`config.mk`:
```
export PLATFORM = sky130hd
export DESIGN_NAME = control_sequencer
export DESIGN_NICKNAME = d
export VERILOG_FILES = /design/src/rtl/cpu_ctrl_pkg.sv /design/src/rtl/instr_class_decode.sv /design/src/rtl/control_sequencer.sv
export SDC_FILE = /design/constraint.sdc
export NUM_CORES = 1
export LEC_CHECK = 0
export ABC_CLOCK_PERIOD_IN_PS = 4600
export CORE_ASPECT_RATIO = 1.2
export CORE_UTILIZATION = 50
export CTS_CLUSTER_DIAMETER = 30
export DETAILED_ROUTE_END_ITERATION = 6
export GPL_TIMING_DRIVEN = 1
export PLACE_DENSITY = 0.88
export REMOVE_ABC_BUFFERS = 1
export SKIP_CTS_REPAIR_TIMING = 1
export SYNTH_ARGS = -nofsm -noshare
export SYNTH_HDL_FRONTEND = slang
export SYNTH_SLANG_ARGS = --single-unit
```
`constraint.sdc`:
```
create_clock -name Clock -period 4.6 [get_ports Clock]
set_clock_uncertainty 0.15 [all_clocks]
set_input_delay 0.92 -clock Clock [delete_from_list [all_inputs] [get_ports Clock]]
set_output_delay 0.92 -clock Clock [all_outputs]
set_load 0.01 [all_outputs]
```
`src/rtl/cpu_ctrl_pkg.sv`:
```
// Shared definitions for the hardwired control sequencer: opcode map,
// instruction classes, ALU operation codes and the step/state encoding.
package cpu_ctrl_pkg;

    localparam int OPCODE_W   = 5;
    localparam int ALU_CTRL_W = 4;

    // Opcode map; gaps (10, 20-23, 28-31) are undefined and execute as NOP
    localparam logic [OPCODE_W-1:0] OP_LD   = 5'd0;
    localparam logic [OPCODE_W-1:0] OP_LDI  = 5'd1;
    localparam logic [OPCODE_W-1:0] OP_ST   = 5'd2;
    localparam logic [OPCODE_W-1:0] OP_ADD  = 5'd3;
    localparam logic [OPCODE_W-1:0] OP_SUB  = 5'd4;
    localparam logic [OPCODE_W-1:0] OP_AND  = 5'd5;
    localparam logic [OPCODE_W-1:0] OP_OR   = 5'd6;
    localparam logic [OPCODE_W-1:0] OP_ROR  = 5'd7;
    localparam logic [OPCODE_W-1:0] OP_ROL  = 5'd8;
    localparam logic [OPCODE_W-1:0] OP_SHR  = 5'd9;
    localparam logic [OPCODE_W-1:0] OP_SHL  = 5'd11;
    localparam logic [OPCODE_W-1:0] OP_ADDI = 5'd12;
    localparam logic [OPCODE_W-1:0] OP_ANDI = 5'd13;
    localparam logic [OPCODE_W-1:0] OP_ORI  = 5'd14;
    localparam logic [OPCODE_W-1:0] OP_DIV  = 5'd15;
    localparam logic [OPCODE_W-1:0] OP_MUL  = 5'd16;
    localparam logic [OPCODE_W-1:0] OP_NEG  = 5'd17;
    localparam logic [OPCODE_W-1:0] OP_NOT  = 5'd18;
    localparam logic [OPCODE_W-1:0] OP_BR   = 5'd19;
    localparam logic [OPCODE_W-1:0] OP_MFHI = 5'd24;
    localparam logic [OPCODE_W-1:0] OP_MFLO = 5'd25;
    localparam logic [OPCODE_W-1:0] OP_NOP  = 5'd26;
    localparam logic [OPCODE_W-1:0] OP_HALT = 5'd27;

    typedef enum logic [3:0] {
        CLS_ALU_RR, CLS_ALU_RI, CLS_UNARY, CLS_MULDIV,
        CLS_LD, CLS_LDI, CLS_ST, CLS_BR,
        CLS_MFHI, CLS_MFLO, CLS_NOP, CLS_HALT
    } instr_class_e;

    typedef enum logic [ALU_CTRL_W-1:0] {
        ALU_ADD = 4'd0, ALU_SUB = 4'd1, ALU_AND = 4'd2,  ALU_OR  = 4'd3,
        ALU_SHR = 4'd4, ALU_SHL = 4'd5, ALU_ROR = 4'd6,  ALU_ROL = 4'd7,
        ALU_MUL = 4'd8, ALU_DIV = 4'd9, ALU_NEG = 4'd10, ALU_NOT = 4'd11
    } alu_op_e;

    // T0..T7 share the low three bits with the step number; HALTED sits above
    typedef enum logic [3:0] {
        ST_T0 = 4'd0, ST_T1 = 4'd1, ST_T2 = 4'd2, ST_T3 = 4'd3,
        ST_T4 = 4'd4, ST_T5 = 4'd5, ST_T6 = 4'd6, ST_T7 = 4'd7,
        ST_HALTED = 4'd8
    } step_e;

    function automatic step_e lastStep(input instr_class_e cls);
        case (cls)
            CLS_ALU_RR, CLS_ALU_RI, CLS_LDI: lastStep = ST_T5;
            CLS_UNARY:                       lastStep = ST_T4;
            CLS_MULDIV, CLS_BR:              lastStep = ST_T6;
            CLS_LD, CLS_ST:                  lastStep = ST_T7;
            default:                         lastStep = ST_T3;
        endcase
    endfunction

endpackage

```
`src/rtl/instr_class_decode.sv`:
```
// Combinational opcode decoder: maps the IR opcode field onto an
// instruction class and the ALU operation that class should request.
module instr_class_decode
    import cpu_ctrl_pkg::*;
(
    input  logic [OPCODE_W-1:0]   opcode_i,
    output logic [3:0]            class_o,
    output logic [ALU_CTRL_W-1:0] alu_op_o
);

    instr_class_e cls;
    alu_op_e      op;

    always_comb begin
        cls = CLS_NOP;
        op  = ALU_ADD;
        case (opcode_i)
            OP_ADD:  begin cls = CLS_ALU_RR; op = ALU_ADD; end
            OP_SUB:  begin cls = CLS_ALU_RR; op = ALU_SUB; end
            OP_AND:  begin cls = CLS_ALU_RR; op = ALU_AND; end
            OP_OR:   begin cls = CLS_ALU_RR; op = ALU_OR;  end
            OP_SHR:  begin cls = CLS_ALU_RR; op = ALU_SHR; end
            OP_SHL:  begin cls = CLS_ALU_RR; op = ALU_SHL; end
            OP_ROR:  begin cls = CLS_ALU_RR; op = ALU_ROR; end
            OP_ROL:  begin cls = CLS_ALU_RR; op = ALU_ROL; end
            OP_ADDI: begin cls = CLS_ALU_RI; op = ALU_ADD; end
            OP_ANDI: begin cls = CLS_ALU_RI; op = ALU_AND; end
            OP_ORI:  begin cls = CLS_ALU_RI; op = ALU_OR;  end
            OP_NEG:  begin cls = CLS_UNARY;  op = ALU_NEG; end
            OP_NOT:  begin cls = CLS_UNARY;  op = ALU_NOT; end
            OP_MUL:  begin cls = CLS_MULDIV; op = ALU_MUL; end
            OP_DIV:  begin cls = CLS_MULDIV; op = ALU_DIV; end
            OP_LD:   cls = CLS_LD;
            OP_LDI:  cls = CLS_LDI;
            OP_ST:   cls = CLS_ST;
            OP_BR:   cls = CLS_BR;
            OP_MFHI: cls = CLS_MFHI;
            OP_MFLO: cls = CLS_MFLO;
            OP_HALT: cls = CLS_HALT;
            default: cls = CLS_NOP;
        endcase
    end

    assign class_o  = cls;
    assign alu_op_o = op;

endmodule

```
`src/rtl/control_sequencer.sv`:
```
// Hardwired Moore control unit for the single-bus datapath: common fetch
// in T0-T2, then class-specific execute steps, with a sticky halted state.
module control_sequencer
    import cpu_ctrl_pkg::*;
#(
    parameter int OPW   = 5,
    parameter int CTRLW = 4
) (
    input  logic             Clock,
    input  logic             Clear,
    input  logic [OPW-1:0]   Opcode,
    input  logic             CON_FF,
    input  logic             Stop,
    output logic             PCout,
    output logic             PCin,
    output logic             IncPC,
    output logic             MARin,
    output logic             MDRin,
    output logic             MDRout,
    output logic             Read,
    output logic             Write,
    output logic             IRin,
    output logic             Yin,
    output logic             CONin,
    output logic             Zhighin,
    output logic             Zlowin,
    output logic             Zhighout,
    output logic             Zlowout,
    output logic             HIin,
    output logic             HIout,
    output logic             LOin,
    output logic             LOout,
    output logic             Gra,
    output logic             Grb,
    output logic             Grc,
    output logic             Rin,
    output logic             Rout,
    output logic             BAout,
    output logic             Cout,
    output logic [CTRLW-1:0] ctrl,
    output logic             Run
);

    step_e           state_q, state_d;
    logic [3:0]      decClass;
    logic [3:0]      decAlu;
    instr_class_e    cls;
    alu_op_e         clsAlu;
    alu_op_e         aluSel;
    step_e           endStep;

    instr_class_decode u_decode (
        .opcode_i (Opcode),
        .class_o  (decClass),
        .alu_op_o (decAlu)
    );

    assign cls     = instr_class_e'(decClass);
    assign clsAlu  = alu_op_e'(decAlu);
    assign endStep = lastStep(cls);

    always_ff @(posedge Clock) begin
        if (Clear) state_q <= ST_T0;
        else       state_q <= state_d;
    end

    // Stop is only honoured on the final step, so an instruction always completes
    always_comb begin
        state_d = ST_T0;
        case (state_q)
            ST_T0:     state_d = ST_T1;
            ST_T1:     state_d = ST_T2;
            ST_T2:     state_d = ST_T3;
            ST_HALTED: state_d = ST_HALTED;
            ST_T3, ST_T4, ST_T5, ST_T6, ST_T7: begin
                if (state_q == endStep)
                    state_d = (Stop || cls == CLS_HALT) ? ST_HALTED : ST_T0;
                else if (state_q < endStep)
                    state_d = step_e'(state_q + 4'd1);
                else
                    state_d = ST_T0;
            end
            default:   state_d = ST_T0;
        endcase
    end

    // Clear masks every strobe so an aborted step never commits a write
    always_comb begin
        {PCout, PCin, IncPC, MARin, MDRin, MDRout, Read, Write, IRin, Yin, CONin,
         Zhighin, Zlowin, Zhighout, Zlowout, HIin, HIout, LOin, LOout,
         Gra, Grb, Grc, Rin, Rout, BAout, Cout} = '0;
        aluSel = ALU_ADD;
        Run    = 1'b1;
        if (!Clear) begin
            case (state_q)
                ST_T0: begin PCout = 1'b1; MARin = 1'b1; IncPC = 1'b1; Zlowin = 1'b1; end
                ST_T1: begin Zlowout = 1'b1; PCin = 1'b1; Read = 1'b1; MDRin = 1'b1; end
                ST_T2: begin MDRout = 1'b1; IRin = 1'b1; end
                ST_T3: begin
                    case (cls)
                        CLS_ALU_RR, CLS_ALU_RI: begin Grb = 1'b1; Rout = 1'b1; Yin = 1'b1; end
                        CLS_UNARY: begin Grb = 1'b1; Rout = 1'b1; Zlowin = 1'b1; aluSel = clsAlu; end
                        CLS_MULDIV: begin Gra = 1'b1; Rout = 1'b1; Yin = 1'b1; end
                        CLS_LD, CLS_LDI, CLS_ST: begin Grb = 1'b1; BAout = 1'b1; Yin = 1'b1; end
                        CLS_BR:   begin Gra = 1'b1; Rout = 1'b1; CONin = 1'b1; end
                        CLS_MFHI: begin HIout = 1'b1; Gra = 1'b1; Rin = 1'b1; end
                        CLS_MFLO: begin LOout = 1'b1; Gra = 1'b1; Rin = 1'b1; end
                        default: ;
                    endcase
                end
                ST_T4: begin
                    case (cls)
                        CLS_ALU_RR: begin Grc = 1'b1; Rout = 1'b1; Zlowin = 1'b1; aluSel = clsAlu; end
                        CLS_ALU_RI: begin Cout = 1'b1; Zlowin = 1'b1; aluSel = clsAlu; end
                        CLS_UNARY:  begin Zlowout = 1'b1; Gra = 1'b1; Rin = 1'b1; end
                        CLS_MULDIV: begin
                            Grb = 1'b1; Rout = 1'b1; Zhighin = 1'b1; Zlowin = 1'b1;
                            aluSel = clsAlu;
                        end
                        CLS_LD, CLS_LDI, CLS_ST: begin Cout = 1'b1; Zlowin = 1'b1; end
                        CLS_BR: begin PCout = 1'b1; Yin = 1'b1; end
                        default: ;
                    endcase
                end
                ST_T5: begin
                    case (cls)
                        CLS_ALU_RR, CLS_ALU_RI, CLS_LDI: begin Zlowout = 1'b1; Gra = 1'b1; Rin = 1'b1; end
                        CLS_MULDIV:     begin Zlowout = 1'b1; LOin = 1'b1; end
                        CLS_LD, CLS_ST: begin Zlowout = 1'b1; MARin = 1'b1; end
                        CLS_BR:         begin Cout = 1'b1; Zlowin = 1'b1; end
                        default: ;
                    endcase
                end
                ST_T6: begin
                    case (cls)
                        CLS_MULDIV: begin Zhighout = 1'b1; HIin = 1'b1; end
                        CLS_LD:     begin Read = 1'b1; MDRin = 1'b1; end
                        CLS_ST:     begin Gra = 1'b1; Rout = 1'b1; MDRin = 1'b1; end
                        CLS_BR:     begin Zlowout = 1'b1; PCin = CON_FF; end
                        default: ;
                    endcase
                end
                ST_T7: begin
                    case (cls)
                        CLS_LD: begin MDRout = 1'b1; Gra = 1'b1; Rin = 1'b1; end
                        CLS_ST: Write = 1'b1;
                        default: ;
                    endcase
                end
                ST_HALTED: Run = 1'b0;
                default: ;
            endcase
        end
    end

    assign ctrl = CTRLW'(aluSel);

endmodule

```
# Yosys cells after proc, flatten, opt, wreduce, memory -nomap -nowiden
# Memory sizes are Yosys's and may differ from the RTL's.
# Index checks and enable logic that the tools add are counted.
# totals
regBits	4
mem_bits_ro	16
in_bits	9
output_inout_bits	31
elab_cells	148
memories	1
# mem_list
name	words	word_bits	read_ports	rd_clocked_by_memory_dff	wr	line_no	rtl
(no name shown)	8	2	1	0	0	cpu_ctrl_pkg.sv:53	case (cls)
# classes
addsub	1
n_lt_le_gt_ge	1
n_eq_ne	40
n_mux	82
n_reduce_logical	22
# ops
op	count
$pmux 4 s11	2
$mux 1	57
$eq 5x4->1 const B	7
$eq 5x5->1 const B	7
$eq 4x3->1 const B	8
$mux 4	7
$eq 5x3->1 const B	4
$pmux 4 s5	1
$pmux 1 s2	9
$eq 4x2->1 const B	4
$eq 4x4->1 const B	4
$reduce_or 2->1	7
$pmux 1 s4	3
$reduce_or 3->1	4
$reduce_or 6->1	2
$eq 5x2->1 const B	2
$reduce_or 5->1	2
$eq 4x1->1 const B	2
$logic_not 4->1	2
$pmux 4 s2	1
$reduce_or 4->1	2
$reduce_or 8->1	1
$eq 5x1->1 const B	1
$logic_not 5->1	1
other kinds (6)	6

# Logic depth before layout (Yosys ltp)
# An unclocked memory read counts as a cell.
# depth
ltp_word	9
depth_mapped	11
ltp_nobuf	9

# Cells and area by module
# From an unflattened synthesis, not the netlist that was laid out.
# hier_totals
hier_cells	179
area_unflattened_um2	1312.5
# by_module_without_submodules
module	instances	cells_each	area_per_inst_um2	seq_area_each_um2
control_sequencer	1	137	1002.2	80.1
instr_class_decode	1	42	310.3	0.0

# Worst setup path after synthesis
# Ideal clock, no wire load.
# synth_path
path_kind	input-to-output
from	in Opcode[3]
to	out Gra
arrival_time_ps	2063
required_time_ps	3530
path_slack_ps	1467
cell_stages	5
path_buffers	1
cell_sequence	buf_2 -> or3b_4 -> nor3_2 -> a211oi_2 -> a311oi_2
# synth_between
elab_chain_len	8
elab_cells_between_ends	46
classes_between	eq/ne (30); mux (8); reduce/logical (8)
# synth_lines
item	line_no	rtl
start, declared	control_sequencer.sv:11	input logic [OPW-1:0] Opcode,
$eq 5x2->1 (tied with other cells)	instr_class_decode.sv:17	case (opcode_i)
$reduce_or 8->1 (no source line) (tied with other cells)	n/a	
$pmux 4 s11 (*)	instr_class_decode.sv:17	
$eq 4x2->1 (tied with other cells)	control_sequencer.sv:100	case (cls)
$reduce_or 4->1 (no source line) / $reduce_or 3->1 (equally long branches)	n/a	
$mux 1 (on tied branches)	control_sequencer.sv:100, control_sequencer.sv:126	
$pmux 1 s5 (*)	control_sequencer.sv:95	case (state_q)
$mux 1 (*)	control_sequencer.sv:94	if (!Clear) begin
end, declared	control_sequencer.sv:33	output logic Gra,
# Mark *: on every way between the ends. The rest lies on a longest branch, timed or not.

# Final worst setup path
# layout_path
from	in Opcode[4]
to	out Grb
# layout_between
elab_chain_len	8
elab_cells_between_ends	39
classes_between	eq/ne (27); mux (5); reduce/logical (7)
# layout_lines
item	line_no	rtl
$eq 5x2->1 (tied with other cells)	instr_class_decode.sv:17	
$reduce_or 8->1 (no source line) (tied with other cells)	n/a	
$pmux 4 s11 (*)	instr_class_decode.sv:17	
$eq 4x3->1 (tied with other cells)	control_sequencer.sv:100	
$reduce_or 6->1 (no source line)	n/a	
$mux 1	control_sequencer.sv:100	
$pmux 1 s2 (*)	control_sequencer.sv:95	
$mux 1 (*)	control_sequencer.sv:94	
end, declared	control_sequencer.sv:34	output logic Grb,
# Marks and branches as above.

==> metrics <==
element type at the critical path end output pin; number of buffer and inverter instances along the worst setup path 4; number of pins exceeding their max-slew limit in the final report 0; Worst Path Required about 3.5 ns; synth warn 0; power density relative to cell area ~250 nW/um2; starting utilization of the core area between 50% and 60%; routed via count divided by cell count between 6 and 7; total power 0.430 mW; RSZ-0062 raised after global routing false; Post-synth EDFFs 0; Core Footprint roughly 2400 um2; Boundary Pins 40; cells after synthesis 198; number of maximum-capacitance constraint violations 0; proportion of synthesized chip area in sequential cells 6.16%; die outline area about 2800 um2; top flop regs state_q: 4 flops; All-Layer GR Usage 31.1%; endpoints failing hold 0; Largest register FFs 4; clock transition at the registers of the reported paths about 0.03 ns; number of routed nets with antenna violations 0; Residual DRC 0; synth unique cells 61; arrival time at the worst endpoint 3.27 ns; slew at the pin closest to its max-slew limit ~0.64 ns; first-pass iteration count of the detailed router 4; per-cell routed wire length between 15 and 20 um; type of the worst setup path in -> out; largest net degree at the start of global routing 26; via count 1666; Detailed Route WL about 4.2 mm; number of nets at the end of the flow ~250; synthesized area approximately 1300 um2; Final Cycle Share between 90% and 100%; post-synthesis area per instance approximately 6.6 um2; highest achievable clock rate approximately 230 MHz; Top reg by flops state_q; delay contributed by the slowest stage of the critical path 0.59 ns; share of post-route cells with drive strength above 1 roughly 11%; number of antenna violations at the first check in global routing 0; worst min-delay path class reg -> reg; family of cells with the greatest summed delay on the critical path buffers and inverters; dominant register cell in the synthesized netlist dfxtp_1; area of combinational cells with multiple inputs 1090 um2; CP max FO 25; signed area change from the synthesized netlist to the final layout 31.5%; H-Tree Depth 1; weighted congestion reported at the end of routability-driven placement between 0.9 and 1; worst-path cell chain clkdlybuf4s50_1 -> buf_4 -> nor3b_2 -> buf_4 -> o2bb2ai_1 -> and2_1 -> o21bai_1 -> clkdlybuf4s50_1; synthesized flop and latch total 4; slowest library cell on the worst path clkdlybuf4s50_1; accumulated negative setup slack 0 ns; floorplan die height slightly below 60 um; outcome finished, final reports clean; number of buffers on the longest clock path 2; 1st-iter DRT viols 80; final critical delay including setup and external delays 4.34 ns; clock network latency to the later pin of the worst-skew pair around 0.23 ns; Startpoint Class primary input; GR Overflow Total 0; number of buffers created by CTS 3; cell at the root of the clock tree clkbuf_4; worst vdd rail ir drop 279 uV; Rel. slew slack a little under three fifths; Port Buf Inserts 39; clk sinks 4; number of antenna diodes 0; number of global-route vias before repair 1440; wire length of the first global-routing pass 6.96 mm; Cell Rows 19; Final setup viols 0; asr flop ratio synth 0%; TritonCTS clock tree built; post-detailed-placement half-perimeter wirelength about 3.3 mm; area of all sequential standard cells between 80 and 90 um2; fillers 215; Die W between 40 and 50 um; total leakage power between 0.5 and 0.6 nW
[worst paths after layout]
path	startpoint	to	slack, ns	cells past startpoint
worst max register to register	state_q[2]	state_q[2]	2.45	5
worst max-delay path	Opcode[4]	Grb	0.26	8
worst min-delay path	state_q[0]	state_q[0]	0.57	3
worst min register to register	state_q[0]	state_q[0]	0.57	3
[worst reg2reg max path: cells and delay by family, from the launching register on]
kind            cells  cell delay (ns)
flops               1             0.72
simple gates        2             0.29
compound gates      2             0.53
fa+ha+maj           1             0.37
[where the power goes]
group	switching (mW)	total (mW)	internal, mW	leakage [nW]
clock	0.0129	0.0419	0.0291	0.0138
sequential	0.0179	0.0622	0.0443	0.0327
combinational	0.180	0.326	0.146	0.542
[Yosys cell counts (all sizes together), types with 5 or more instances]
cell type  number  share of area, %
a21oi          21               8.4
and2            5               2.4
buf            12               5.3
clkbuf          7               2.0
ha              7               6.7
inv             9               2.6
nand3           7               2.7
nand3b          6               3.5
nor2           25               8.0
nor3           13               5.4
nor3b           5               3.3
o21ai          14               5.7
[cell families after synthesis]
family | synth area share, %
xor gates and xnor gates | 0.674
buffers and inverters | 9.91
DFF | 6.16
AOI/OAI and AO/OA | 33.5
and+or+nand+nor | 43.0
adders and majority gates | 6.74
[cell usage in the layout, fill, tap and decap left out, types with 3 or more instances in the layout]
cell type and n:
clkdlybuf4s50_1 39, nor2_1 23, a21oi_1 20, nor3_1 12, o21ai_0 12, inv_1 7, nand3_1 7, ha_1 7
buf_4 7, nand3b_1 6, and2_1 5, nor3b_1 4, nand2b_1 4, nor2b_1 4, nand2_1 4, nand4_1 4
dfxtp_1 4, and3b_1 3, nor4_1 3, clkbuf_4 3
[cell type report]
cell class	instances	share of cell area [%]
clock buffers	3	1.32
inverters	9	1.98
multi-input cells	166	63.8
flip-flops and latches	4	4.69
well taps	31	2.27
repair buffers	46	25.9
[routing by layer]
layer / share of wire, % / vias to the layer above / track usage, % / routed length, um
met4: 2.0 / 0 / 11.8 / 87
li1: - / 796 / - / -
met3: 7.7 / 10 / 1.84 / 325
met5: 0 / - / 0 / 0
met1: 38 / 766 / 39.1 / 1630
met2: 52 / 94 / 55.9 / 2200
[through the flow]
stage | utilization, % | cells | instance area, um2 | setup WS (ns) | hold WS, ns
global placement | 70.9 | 256 | 1690 | 0.370 | 0.501
floorplan | - | 179 | 1200 | 1.51 | 0.456
detailed placement | 70.9 | 256 | 1690 | 0.330 | 0.564
CTS | 71.9 | 259 | 1710 | 0.328 | 0.570
global route | 71.9 | 259 | 1710 | 0.179 | 0.639
finish | 71.9 | 259 | 1710 | 0.260 | 0.570
(Power assumes the default switching activity.)
